==> src/rtl/serial_adder_pkg.sv <==
// rtl/serial_adder_pkg.sv - shared width default and FSM encoding for serial_adder
package serial_adder_pkg;

  localparam int DEFAULT_WIDTH = 8;

  typedef enum logic [1:0] {
    IDLE = 2'd0,
    ADD  = 2'd1,
    DONE = 2'd2
  } state_t;

endpackage

==> src/rtl/full_adder.sv <==
// rtl/full_adder.sv - single-bit full adder
module full_adder (
  input  logic x,
  input  logic y,
  input  logic cin,
  output logic s,
  output logic cout
);

  assign s    = x ^ y ^ cin;
  assign cout = (x & y) | (cin & (x ^ y));

endmodule

==> src/rtl/serial_adder.sv <==
// rtl/serial_adder.sv - bit-serial adder, one operand bit per clock, LSB first
module serial_adder
  import serial_adder_pkg::*;
#(
  parameter int WIDTH = DEFAULT_WIDTH
) (
  input  logic             clk,
  input  logic             rst,
  input  logic             start,
  input  logic [WIDTH-1:0] a,
  input  logic [WIDTH-1:0] b,
  input  logic             cin,
  output logic [WIDTH-1:0] sum,
  output logic             cout,
  output logic             busy,
  output logic             done
);

  localparam int             CNT_W = $clog2(WIDTH);
  localparam logic [CNT_W-1:0] LAST  = CNT_W'(WIDTH - 1);
  localparam logic [CNT_W-1:0] ONE   = CNT_W'(1);

  state_t           state;
  state_t           state_nxt;
  logic [WIDTH-1:0] a_sr;
  logic [WIDTH-1:0] b_sr;
  logic [WIDTH-1:0] work;
  logic             carry;
  logic [CNT_W-1:0] cnt;
  logic             fa_s;
  logic             fa_c;
  logic             last_bit;

  full_adder u_fa (
    .x    (a_sr[0]),
    .y    (b_sr[0]),
    .cin  (carry),
    .s    (fa_s),
    .cout (fa_c)
  );

  assign last_bit = (cnt == LAST);

  // FSM state register
  always_ff @(posedge clk or posedge rst) begin
    if (rst) begin
      state <= IDLE;
    end else begin
      state <= state_nxt;
    end
  end

  // Next-state logic and status outputs decoded from the current state
  always_comb begin
    state_nxt = state;
    busy      = 1'b0;
    done      = 1'b0;
    case (state)
      IDLE: begin
        if (start) state_nxt = ADD;
      end
      ADD: begin
        busy = 1'b1;
        if (last_bit) state_nxt = DONE;
      end
      DONE: begin
        done      = 1'b1;
        state_nxt = IDLE;
      end
      default: state_nxt = IDLE;
    endcase
  end

  // Operand capture, per-bit shift/accumulate, and result publication on the final bit
  always_ff @(posedge clk or posedge rst) begin
    if (rst) begin
      a_sr  <= '0;
      b_sr  <= '0;
      work  <= '0;
      carry <= 1'b0;
      cnt   <= '0;
      sum   <= '0;
      cout  <= 1'b0;
    end else begin
      case (state)
        IDLE: begin
          if (start) begin
            a_sr  <= a;
            b_sr  <= b;
            carry <= cin;
            work  <= '0;
            cnt   <= '0;
          end
        end
        ADD: begin
          a_sr  <= {1'b0, a_sr[WIDTH-1:1]};
          b_sr  <= {1'b0, b_sr[WIDTH-1:1]};
          carry <= fa_c;
          work  <= {fa_s, work[WIDTH-1:1]};
          if (last_bit) begin
            // Result registers only move here, so no partial sum is ever visible
            sum  <= {fa_s, work[WIDTH-1:1]};
            cout <= fa_c;
            cnt  <= '0;
          end else begin
            cnt <= cnt + ONE;
          end
        end
        DONE: begin
          cnt <= '0;
        end
        default: begin
          cnt <= '0;
        end
      endcase
    end
  end

endmodule

==> config.mk <==
export PLATFORM = sky130hd
export DESIGN_NAME = serial_adder
export DESIGN_NICKNAME = d
export VERILOG_FILES = /design/src/rtl/serial_adder_pkg.sv /design/src/rtl/full_adder.sv /design/src/rtl/serial_adder.sv
export SDC_FILE = /design/constraint.sdc
export NUM_CORES = 1
export LEC_CHECK = 0
export CAP_MARGIN = 5
export CORE_UTILIZATION = 40
export CTS_BUF_LIST = sky130_fd_sc_hd__clkbuf_4 sky130_fd_sc_hd__clkbuf_8
export DETAILED_ROUTE_END_ITERATION = 6
export GPL_ROUTABILITY_DRIVEN = 0
export SLEW_MARGIN = 20
export SYNTH_ARGS = -nofsm -noshare
export SYNTH_HDL_FRONTEND = slang
export SYNTH_HIERARCHICAL = 1
export SYNTH_SLANG_ARGS = --single-unit
==> constraint.sdc <==
create_clock -name clk -period 1.6 [get_ports clk]
set_input_delay 0.16 -clock clk [delete_from_list [all_inputs] [get_ports clk]]
set_output_delay 0.16 -clock clk [all_outputs]
set_load 0.01 [all_outputs]
Word-level counts from Yosys, hierarchy flattened
Cells that the tools add are included.

Add/subtract/negate cells: 1. Equal/unequal tests: 5. Muxes and demuxes: 16. Bitwise logic cells: 5. Reductions and logical operators: 5.

Operator list (count): $pmux W8 S2 (3); $mux W8 (3); $mux W3 (2); $pmux W3 S2 (1); $reduce_and A2 Y1 (3); $mux W2 (2); $ne A2 B2 Y1 const B (2); $pmux W2 S2 (1); $add A3 B1 Y3 const B (1); $eq A3 B3 Y1 const B (1); $mux W1 (3); $and A1 B1 Y1 (2); $eq A2 B1 Y1 const B (1); $eq A2 B2 Y1 const B (1); $logic_not A2 Y1 (1); $pmux W1 S2 (1); $reduce_bool A2 Y1 (1); $xor A1 B1 Y1 (2); $or A1 B1 Y1 (1).

Bits in registers: 39. Output and inout bits: 11. Word-level logic and storage cells: 40.

Longest topological paths before layout
Gate-level depths: netlist of run 1.

Word-level depth: 4. Gate-level depth with buffers: 5.

Modules after synthesis
Netlist of run 1, hierarchy kept.

Modules (own cells, without submodules): serial_adder (times used 1, cells an instance 147, area each 1682.9 um^2); full_adder (times used 1, cells an instance 1, area each 20.0 um^2).

Worst setup path before layout of run 1
OpenSTA, ideal clock, no wires.

Path type: register to register. Start point: register cnt[0]. End point: register cout. Library setup time: 128 ps. Arrival: 1257 ps. Path slack: 216 ps. Cell stages (with the launch flop): 5. Path buffers: 0. Path through: dfrtp_1 -> ha_1 -> ha_1 -> nand2_2 -> mux2_1.

Word-level cells in the longest chain between the ends: 2.

RTL lines: start: declaration (line serial_adder.sv:29) `logic [CNT_W-1:0] cnt;`; start signal: assignment (line serial_adder.sv:106) `cnt <= cnt + ONE;`; $eq A3 B3 Y1 (line serial_adder.sv:42) `assign last_bit = (cnt == LAST);`; $reduce_and A2 Y1 (no line); end signal: assignment (line serial_adder.sv:83) `cout <= 1'b0;`; end signal: assignment (line serial_adder.sv:103) `cout <= fa_c;`; end: declaration (line serial_adder.sv:14) `output logic cout,`.

Every way passes these cells. A chain may end at the register's enable or synchronous reset.

Final worst setup path of run 1
Start point: register cnt[0]. End point: register sum[3].

Word-level cells in the longest chain between the ends: 2.

RTL lines: $eq A3 B3 Y1 (line serial_adder.sv:42); $reduce_and A2 Y1 (no line); end signal: assignment (line serial_adder.sv:102) `sum <= {fa_s, work[WIDTH-1:1]};`; end: declaration (line serial_adder.sv:13) `output logic [WIDTH-1:0] sum,`.

Every way passes these cells.

==> results.toml, run 1 <==
[synth]
seq_area_frac_synth_pct = 55.84
synthesis.area_um2 = 1703
synth.distinct_cells = 24
synth.avg_cell_area_um2 = 11.51
postSynth.asyncResetShare_pct = 100.0
synth_warnings = 6
synth_edf_count = 0
syn-num-nets = 171
synth_cells = 148
synth_seq_cells = 38
synth_ff_type = "dfrtp_1"

[sta]
rsz0062_at_grt = "no"
setup_ws_ns = 0.07775
tightestPinTransition_ns = 0.4724
slew_headroom_pct = 68.51
setup_viol = 0
hold_viol = 0
drv_slew = 0
fin_tns_setup_ns = 0
fin_crit_ns = 1.522
final.setup_skew_ns = 0.006479
finalCritPeriodShare_pct = 95.14
fmax_mhz = 656.9

[global_routing]
top_usage_layer = "met2"
grt_max_degree = 39
grt_pass1_wl_um = 5996
use_met1_pct = 25.43
antenna_found_initial = 0
grt_use_met3_pct = 5.236
grt_pass1_vias = 1251
grt.met2_usage_pct = 26.13
grt.overflow.total = 0
grt_usage_pct = 18.34

[run]
maxCapViolCount = 0

[final_layout]
drive_gt1_share_pct = 12.83
final_common_cell = "dfrtp_1"
final_area_um2 = 2213
multiInputGateArea_um2 = 694.4
area_growth_pct = 29.98
final_util_pct = 54.55
antenna_cells = 0
final_cell_mix = "37 x dfrtp_1, 28 x clkdlybuf4s50_1, 10 x nand2b_1, 10 x buf_4"
fin_nets = 209
fillerInstances = 350
seq_area_um2 = 952.2

[critical_path]
cpPeakStageDelay_ns = 0.40
cp-end-kind = "flop"
arrival_ns = 1.69
crit_chain = "ha_1 -> ha_1 -> nand2_2 -> mux2_1"
crit_slowest_cell = "dfrtp_1"
worst-path-buf-inv = 0
crit_type = "reg2reg"
cp_top_family = "adder cells"
critPathLaunchType = "flop"
worstPathMaxFanout = 10
path_common_cell = "ha_1"
critPathRequiredTime_ns = 1.77

[cts]
htreeDepth = 2
cts_tree = "done"
root_buffer = "clkbuf_8"
clk_latency_ns = 0.29
postCtsHoldBufs = 0
cts_buffers = 5
cts_buffer_depth = 2
clkTransAtPathRegs_ns = 0.08
cts.sinks = 38

[routing]
totalWireLength_um = 3376
wl_per_cell_um = 14.24
dr.first_iter.drc_count = 71
avgViaCountPerCell = 5.224
ant_nets = 0
firstDrtPassIters = 4
num_vias = 1238
drc = 0

[placement]
dpl_cell_area_um2 = 2100
port_buffers = 30
place_ws_ns = 0.02732
dpl.hpwl_um = 2339

[floorplanning]
coreArea_um2 = 4058
die_h_um = 67.25
std_cell_rows = 23
fp.dieW_um = 67.25
ios = 31
die-area_um2 = 4522
start_util_pct = 41.97

[power_and_ir_drop]
finalPower_w = 0.004002
vdd_drop_max_mv = 0.8367
power.density_nw_per_um2 = 1808
p_leak_nw = 0.9806

[run_status]
status = "finished, final reports clean"

[worst_hold_path]
hp-class = "in2async"
tightest hold or removal path, cell delays in order:
cell and delay (ns):
clkdlybuf4s50_1 0.40, inv_1 0.05, buf_4 0.40
power breakdown:
part | switching, W | total (W) | internal [W]
Sequential | 0.000277 | 0.00167 | 0.00140
Clock | 0.000342 | 0.000801 | 0.000459
Combinational | 0.000684 | 0.00153 | 0.000846
Total | 0.00130 | 0.00400 | 0.00270
worst paths after layout:
path	start	end	slack, ns	cells after the start
worst max-delay path	cnt[0]$_DFFE_PP0P_	sum[3]$_DFFE_PP0P_	0.08	4
worst min-delay path	rst	work[4]$_DFFE_PP0P_	0.28	3
worst max register to register	cnt[0]$_DFFE_PP0P_	sum[3]$_DFFE_PP0P_	0.08	4
worst min register to register	sum[7]$_DFFE_PP0P_	sum[7]$_DFFE_PP0P_	0.49	1
max in group asynchronous	rst	state[0]$_DFFE_PP0P_	0.96	3
min in group clk	a[7]	a_sr[7]$_DFFE_PP0P_	0.40	3
routing by layer:
| metal | share of wire, % | up-vias |
|---|---|---|
| met2 | 44 | 35 |
| met5 | 0 | - |
| li1 | - | 607 |
| met1 | 48 | 590 |
| met4 | 1.3 | 0 |
| met3 | 6.2 | 6 |
area by class of cell:
class | count | area share (%)
Timing Repair Buffer | 40 | 16.85
Clock buffer | 5 | 3.109
Clock inverter | 3 | 1.809
Tap cell | 50 | 2.826
Sequential cell | 38 | 43.02
Inverter | 6 | 1.018
Multi-Input combinational cell | 95 | 31.37
synthesized netlist by cell type (5+ instances only):
library cell / number / area, um^2
inv_1: 5 / 18.77
a22o_1: 7 / 61.31
nand2_1: 9 / 33.78
nor2_1: 6 / 22.52
buf_2: 6 / 30.03
a21oi_1: 7 / 35.03
mux2_1: 9 / 101.4
nand2b_1: 10 / 62.56
o21ai_1: 9 / 45.04
a221o_1: 7 / 70.07
dfrtp_1: 38 / 950.9
nor3b_1: 9 / 67.56
nor2b_1: 5 / 31.28
state kept, by name, summed over array words and instances, names as in the netlist:
signal	flops
carry	1
b_sr	8
cnt	3
state	2
work	7
cout	1
a_sr	8
sum	8
through the flow:
step	instances	hold WS (ns)
3_5_place_dp	229	0.4806
6_report	237	0.2812
2_1_floorplan	148	0.2873
3_3_place_gp	229	0.4740
4_1_cts	237	0.2935
5_1_grt	237	0.3488
what timing repair did:
item | CTS | global route
endpoints found under the setup margin | 2 | 1
resized for setup | 3 | 1
buffers inserted | 0 | 0
cell families after synthesis:
kind of cell / after synthesis / share of synthesized area, %
AND/OR/NAND/NOR: 43 / 14.40
flip-flops: 38 / 55.84
adder cells (fa/ha/maj): 3 / 2.645
multiplexers: 9 / 5.952
AO/OA/AOI/OAI: 40 / 17.41
buffers and inverters: 15 / 3.747
No activity file was read; power rests on OpenSTA's default activity.
==> inputs of run 2 (changes only) <==
ABC_AREA = 1   (was unset)
==> results.toml, run 2 <==
[routing]
totalWireLength_um = 3181
drc = 0
wl_per_cell_um = 10.23
num_vias = 1406
avgViaCountPerCell = 4.521
ant_nets = 0
firstDrtPassIters = 4
dr.first_iter.drc_count = 82

[power_and_ir_drop]
p_switching_w = 0.001563
power.density_nw_per_um2 = 1854
switching_share_pct = 36.57
p_comb_share_pct = 42.5
p_leak_nw = 1.242
intPower_w = 0.002711
vdd_drop_max_mv = 0.7075
power_frac_seq_pct = 38.2
power.share.clock_pct = 19.3

[floorplanning]
ios = 31
coreArea_um2 = 4414
fp.dieW_um = 70.06
start_util_pct = 41.98
die_h_um = 70.06
std_cell_rows = 24
die-area_um2 = 4908

[sta]
setup_ws_ns = 0.06909
tightestPinTransition_ns = 0.4794
setup_viol = 0
fmax_mhz = 653.2
finalCritPeriodShare_pct = 95.68
rsz0062_at_grt = "no"
fin_crit_ns = 1.531
drv_slew = 0
fin_tns_setup_ns = 0
hold_viol = 0
slew_headroom_pct = 68.04
final.setup_skew_ns = 0.007506

[final_layout]
final_common_cell = "nand2_1"
largest_registers = "a_sr x8, b_sr x8, sum x8"
antenna_cells = 0
final_cell_mix = "86 x nand2_1, 40 x inv_1, 37 x dfrtp_1"
fin_nets = 281
area_growth_pct = 24.38
multiInputGateArea_um2 = 663.1
fillerInstances = 435
drive_gt1_share_pct = 13.51
seq_area_um2 = 952.2

[synth]
postSynth.asyncResetShare_pct = 100.0
seq_area_frac_synth_pct = 51.32
synth_seq_cells = 38
synth_top_family_by_area = "simple AND/OR/NAND/NOR gates"
synth-compound-area-share_pct = 7.495
synth_most_common_cell = "nand2_1"
synth_warnings = 6
syn-num-nets = 246
synth.distinct_cells = 18
synth_adder_area_share_pct = 2.431
synth_mux_area_share_pct = 0
synth_cells = 223
synth_top_area_share_pct = 51.32
yosys.area.top_type = "dfrtp_1"
synth_xor_area_share_pct = 0
synthTopCellsByCount = "86 x nand2_1, 40 x inv_1, 38 x dfrtp_1"
synthesis.area_um2 = 1853
synth_ff_type = "dfrtp_1"
synth_edf_count = 0
synth-simple-area-share_pct = 25.86
synth.avg_cell_area_um2 = 8.310
yosys-top-cells-area = "dfrtp_1 51%, nand2_1 17%, inv_1 8.1%, o21ai_2 6.1%, nand3_1 5.4%"

[cts]
clkTransAtPathRegs_ns = 0.07
cts.sinks = 38
cts_buffer_depth = 2
cts_buffers = 5
htreeDepth = 2
clk_latency_ns = 0.28
cts_tree = "done"
root_buffer = "clkbuf_8"

[placement]
dpl.hpwl_um = 2196
place_ws_ns = 0.1743
port_buffers = 30

[critical_path]
worstPathMaxFanout = 3
cpPeakStageDelay_ns = 0.54
crit_slowest_cell = "clkdlybuf4s50_1"
arrival_ns = 1.37
cp_top_family = "buffers and inverters"
critPathLaunchType = "flop"
critPathRequiredTime_ns = 1.44
crit_type = "reg2out"
worst-path-buf-inv = 1
crit_chain = "nor2_4 -> clkdlybuf4s50_1"
cp-end-kind = "output pin"

[global_routing]
grt_max_degree = 39
grt_pass1_vias = 1350
antenna_found_initial = 0
grt.overflow.total = 0
grt_pass1_wl_um = 5816
grt_usage_pct = 15.07

[worst_hold_path]
hp-class = "in2async"

[run]
maxCapViolCount = 0

[run_status]
status = "finished, final reports clean"
[run 2: cell types whose count changed after synthesis, sizes merged, moves of 7 or more]
cell	before	now
nor3b	9	0
mux2	9	0
nand2	10	89
a221o	7	0
o21ai	11	18
inv	6	43
nand3	0	20
a21oi	7	0
nand2b	10	0
a22o	7	0
[run 2: metrics by stage]
stage / cells / instance area (um^2) / power [W] / utilization, % / hold slack [ns]
CTS: 310 / 2297 / 0.004339 / 52.04 / 0.2962
global route: 311 / 2305 / 0.004667 / 52.21 / 0.3759
detailed placement: 302 / 2183 / 0.003489 / 49.46 / 0.4666
global placement: 302 / 2183 / 0.003452 / 49.46 / 0.4606
floorplan: 223 / 1853 / 0.002955 / - / 0.2810
finish: 311 / 2305 / 0.004273 / 52.21 / 0.2755
[run 2: logic make-up after synthesis]
group / count (synthesis)
and+or+nand+nor: 113
buffers and inverters: 51
DFF: 38
AOI/OAI and AO/OA: 18
adders and majority gates: 3
[run 2: repair_timing]
action / 4_1_cts / 5_1_grt
cloned: 0 / 0
buffers inserted: 0 / 1
hold buffers: 0 / 0
setup endpoints to repair: 2 / 1
resized for setup: 2 / 0
[run 2: tightest hold or removal path, delay by kind of cell]
kind | cells | cell delay (ns)
buffers and inverters | 3 | 0.84
[run 2: final cells by class]
cell class | count | share of cell area [%]
flip-flops and latches | 38 | 41.31
multi-input cells | 134 | 28.77
clock buffers | 7 | 3.637
repair buffers | 36 | 14.93
inverters | 43 | 7.220
well taps | 52 | 2.823
clock inverters | 1 | 1.303
[run 2: power groups by stage]
| stage | sequential [W] | clock, W | combinational, W |
|---|---|---|---|
| after floorplan | 0.00166 | 0 | 0.00130 |
| after global placement | 0.00165 | 0 | 0.00180 |
| after detailed placement | 0.00167 | 0 | 0.00182 |
| after CTS | 0.00165 | 0.000853 | 0.00183 |
| after global routing | 0.00168 | 0.000882 | 0.00210 |
| final | 0.00163 | 0.000824 | 0.00182 |
[run 2: final timing paths]
check | start | to | slack, ns | depth (start not counted)
setup / recovery | state[1]$_DFFE_PP0P_ | busy | 0.07 | 2
hold / removal | rst | b_sr[2]$_DFFE_PP0P_ | 0.28 | 3
setup reg to reg | cnt[0]$_DFFE_PP0P_ | sum[7]$_DFFE_PP0P_ | 0.22 | 6
hold reg to reg | a_sr[2]$_DFFE_PP0P_ | a_sr[2]$_DFFE_PP0P_ | 0.48 | 2
max in group asynchronous | rst | state[0]$_DFFE_PP0P_ | 0.96 | 3
min in group clk | a[7] | a_sr[7]$_DFFE_PP0P_ | 0.47 | 3
[run 2: routing by layer]
| layer | global-route usage (%) | up-vias | part of all wire [%] |
|---|---|---|---|
| met5 | 0 | - | 0 |
| met4 | 7.333 | 0 | 1.5 |
| met3 | 3.030 | 5 | 2.2 |
| met2 | 25.11 | 19 | 47 |
| met1 | 18.63 | 649 | 49 |
| li1 | - | 733 | - |
==> inputs of run 3 (changes only) <==
CORE_MARGIN = 2   (was unset)
SKIP_CTS_REPAIR_TIMING = 1   (was unset)
==> results.toml, run 3 (synthesis gave the netlist of run 2 again) <==
[cts]
cts_buffers = 5
cts_buffer_depth = 2
clkTransAtPathRegs_ns = 0.07
cts.sinks = 38
root_buffer = "clkbuf_8"
clk_latency_ns = 0.29
htreeDepth = 2
cts_tree = "done"

[routing]
avgViaCountPerCell = 4.477
drc = 0
wl_per_cell_um = 10.19
ant_nets = 0
dr_wl_met2_um = 1442
totalWireLength_um = 3158
wl_met1_um = 1547
wl_met3_um = 107
maxUsedRoutingLayer = "met4"
num_vias = 1388
dr.first_iter.drc_count = 81
firstDrtPassIters = 4

[run_status]
status = "finished, final reports clean"

[global_routing]
antenna_found_initial = 0
grt.overflow.total = 0
grt_max_degree = 39
grt_pass1_wl_um = 5644
grt_usage_pct = 14.16
grt_pass1_vias = 1296

[sta]
hold_viol = 0
finalCritPeriodShare_pct = 86.91
slew_headroom_pct = 76.49
drv_slew = 0
rsz0062_at_grt = "no"
fin_crit_ns = 1.390
fmax_mhz = 719.2
fin_hold_ws_ns = 0.2124
final.setup_skew_ns = 0.01016
tightestPinTransition_ns = 0.3514
setup_viol = 0

[floorplanning]
die-area_um2 = 5193
die_h_um = 72.06
std_cell_rows = 24
fp.dieW_um = 72.06
start_util_pct = 41.98
coreArea_um2 = 4414
ios = 31

[final_layout]
final_cell_mix = "86 x nand2_1, 40 x inv_1, 37 x dfrtp_1"
fin_nets = 281
layoutNonFillerInstCount = 310
area_growth_pct = 25.32
largest_registers = "a_sr x8, b_sr x8, sum x8"
final_common_cell = "nand2_1"
fillerInstances = 435
antenna_cells = 0
drive_gt1_share_pct = 13.18
final_util_pct = 52.61
final_area_um2 = 2322

[critical_path]
r2r_slack_ns = 0.21
reg2reg_depth = 6
worstPathMaxFanout = 18
critPathRequiredTime_ns = 1.79
crit_type = "reg2reg"
cp-end-kind = "flop"
r2r_start = "cnt[0]$_DFFE_PP0P_"
r2r_end = "sum[7]$_DFFE_PP0P_"
arrival_ns = 1.58
critPathLaunchType = "flop"

[run]
maxCapViolCount = 0

[placement]
dpl_cell_area_um2 = 2203
dp_cells = 303
dpl.hpwl_um = 2227
port_buffers = 30

[worst_hold_path]
hp-class = "in2async"

[power_and_ir_drop]
vdd_drop_max_mv = 0.6922
power.density_nw_per_um2 = 1836
p_leak_nw = 1.264
-- run 3: per-layer routing --
metal	vias up	global-route usage [%]
met5	-	0
met4	0	6.289
met3	5	4.722
met2	19	22.73
met1	629	17.34
li1	735	-
-- run 3: worst max path at each step --
stage / start / to / slack, ns
after floorplan: cnt[0]$_DFFE_PP0P_ / sum[0]$_DFFE_PP0P_ / 0.37
after global placement: cnt[0]$_DFFE_PP0P_ / sum[7]$_DFFE_PP0P_ / 0.23
after detailed placement: start / work[6]$_DFFE_PP0P_ / 0.21
after CTS: state[0]$_DFFE_PP0P_ / busy / -0.04
after global routing: cnt[0]$_DFFE_PP0P_ / sum[7]$_DFFE_PP0P_ / 0.08
final: cnt[0]$_DFFE_PP0P_ / sum[7]$_DFFE_PP0P_ / 0.21
-- run 3: cell type report --
cell class / count / area (um^2) / share of cell area [%]
Sequential cell: 38 / 952.2 / 41.00
Multi-Input combinational cell: 134 / 663.1 / 28.56
Timing Repair Buffer: 36 / 362.8 / 15.62
Inverter: 43 / 166.4 / 7.166
Clock buffer: 6 / 82.58 / 3.556
Tap cell: 52 / 65.06 / 2.802
Clock inverter: 1 / 30.03 / 1.293
-- run 3: through the flow --
| step | power (W) | setup WS [ns] | setup TNS [ns] |
|---|---|---|---|
| after global routing | 0.004689 | 0.07621 | 0 |
| after global placement | 0.003469 | 0.2270 | 0 |
| after detailed placement | 0.003501 | 0.2105 | 0 |
| after floorplan | 0.002955 | 0.3670 | 0 |
| after CTS | 0.004350 | -0.03571 | -0.04831 |
| final | 0.004264 | 0.2095 | 0 |
-- run 3: critical path: stages, from the launching register on --
cell and delay [ns]:
dfrtp_1 0.40, ha_1 0.21, ha_1 0.25, nand2_4 0.22
inv_1 0.08, nand2_1 0.06, nand2_1 0.04
-- run 3: power by group --
group / leakage (nW) / internal [W] / switching (W) / total [W]
registers: 0.471 / 0.00141 / 0.000240 / 0.00165
logic: 0.736 / 0.000800 / 0.000994 / 0.00179
clock network: 0.0573 / 0.000499 / 0.000326 / 0.000824
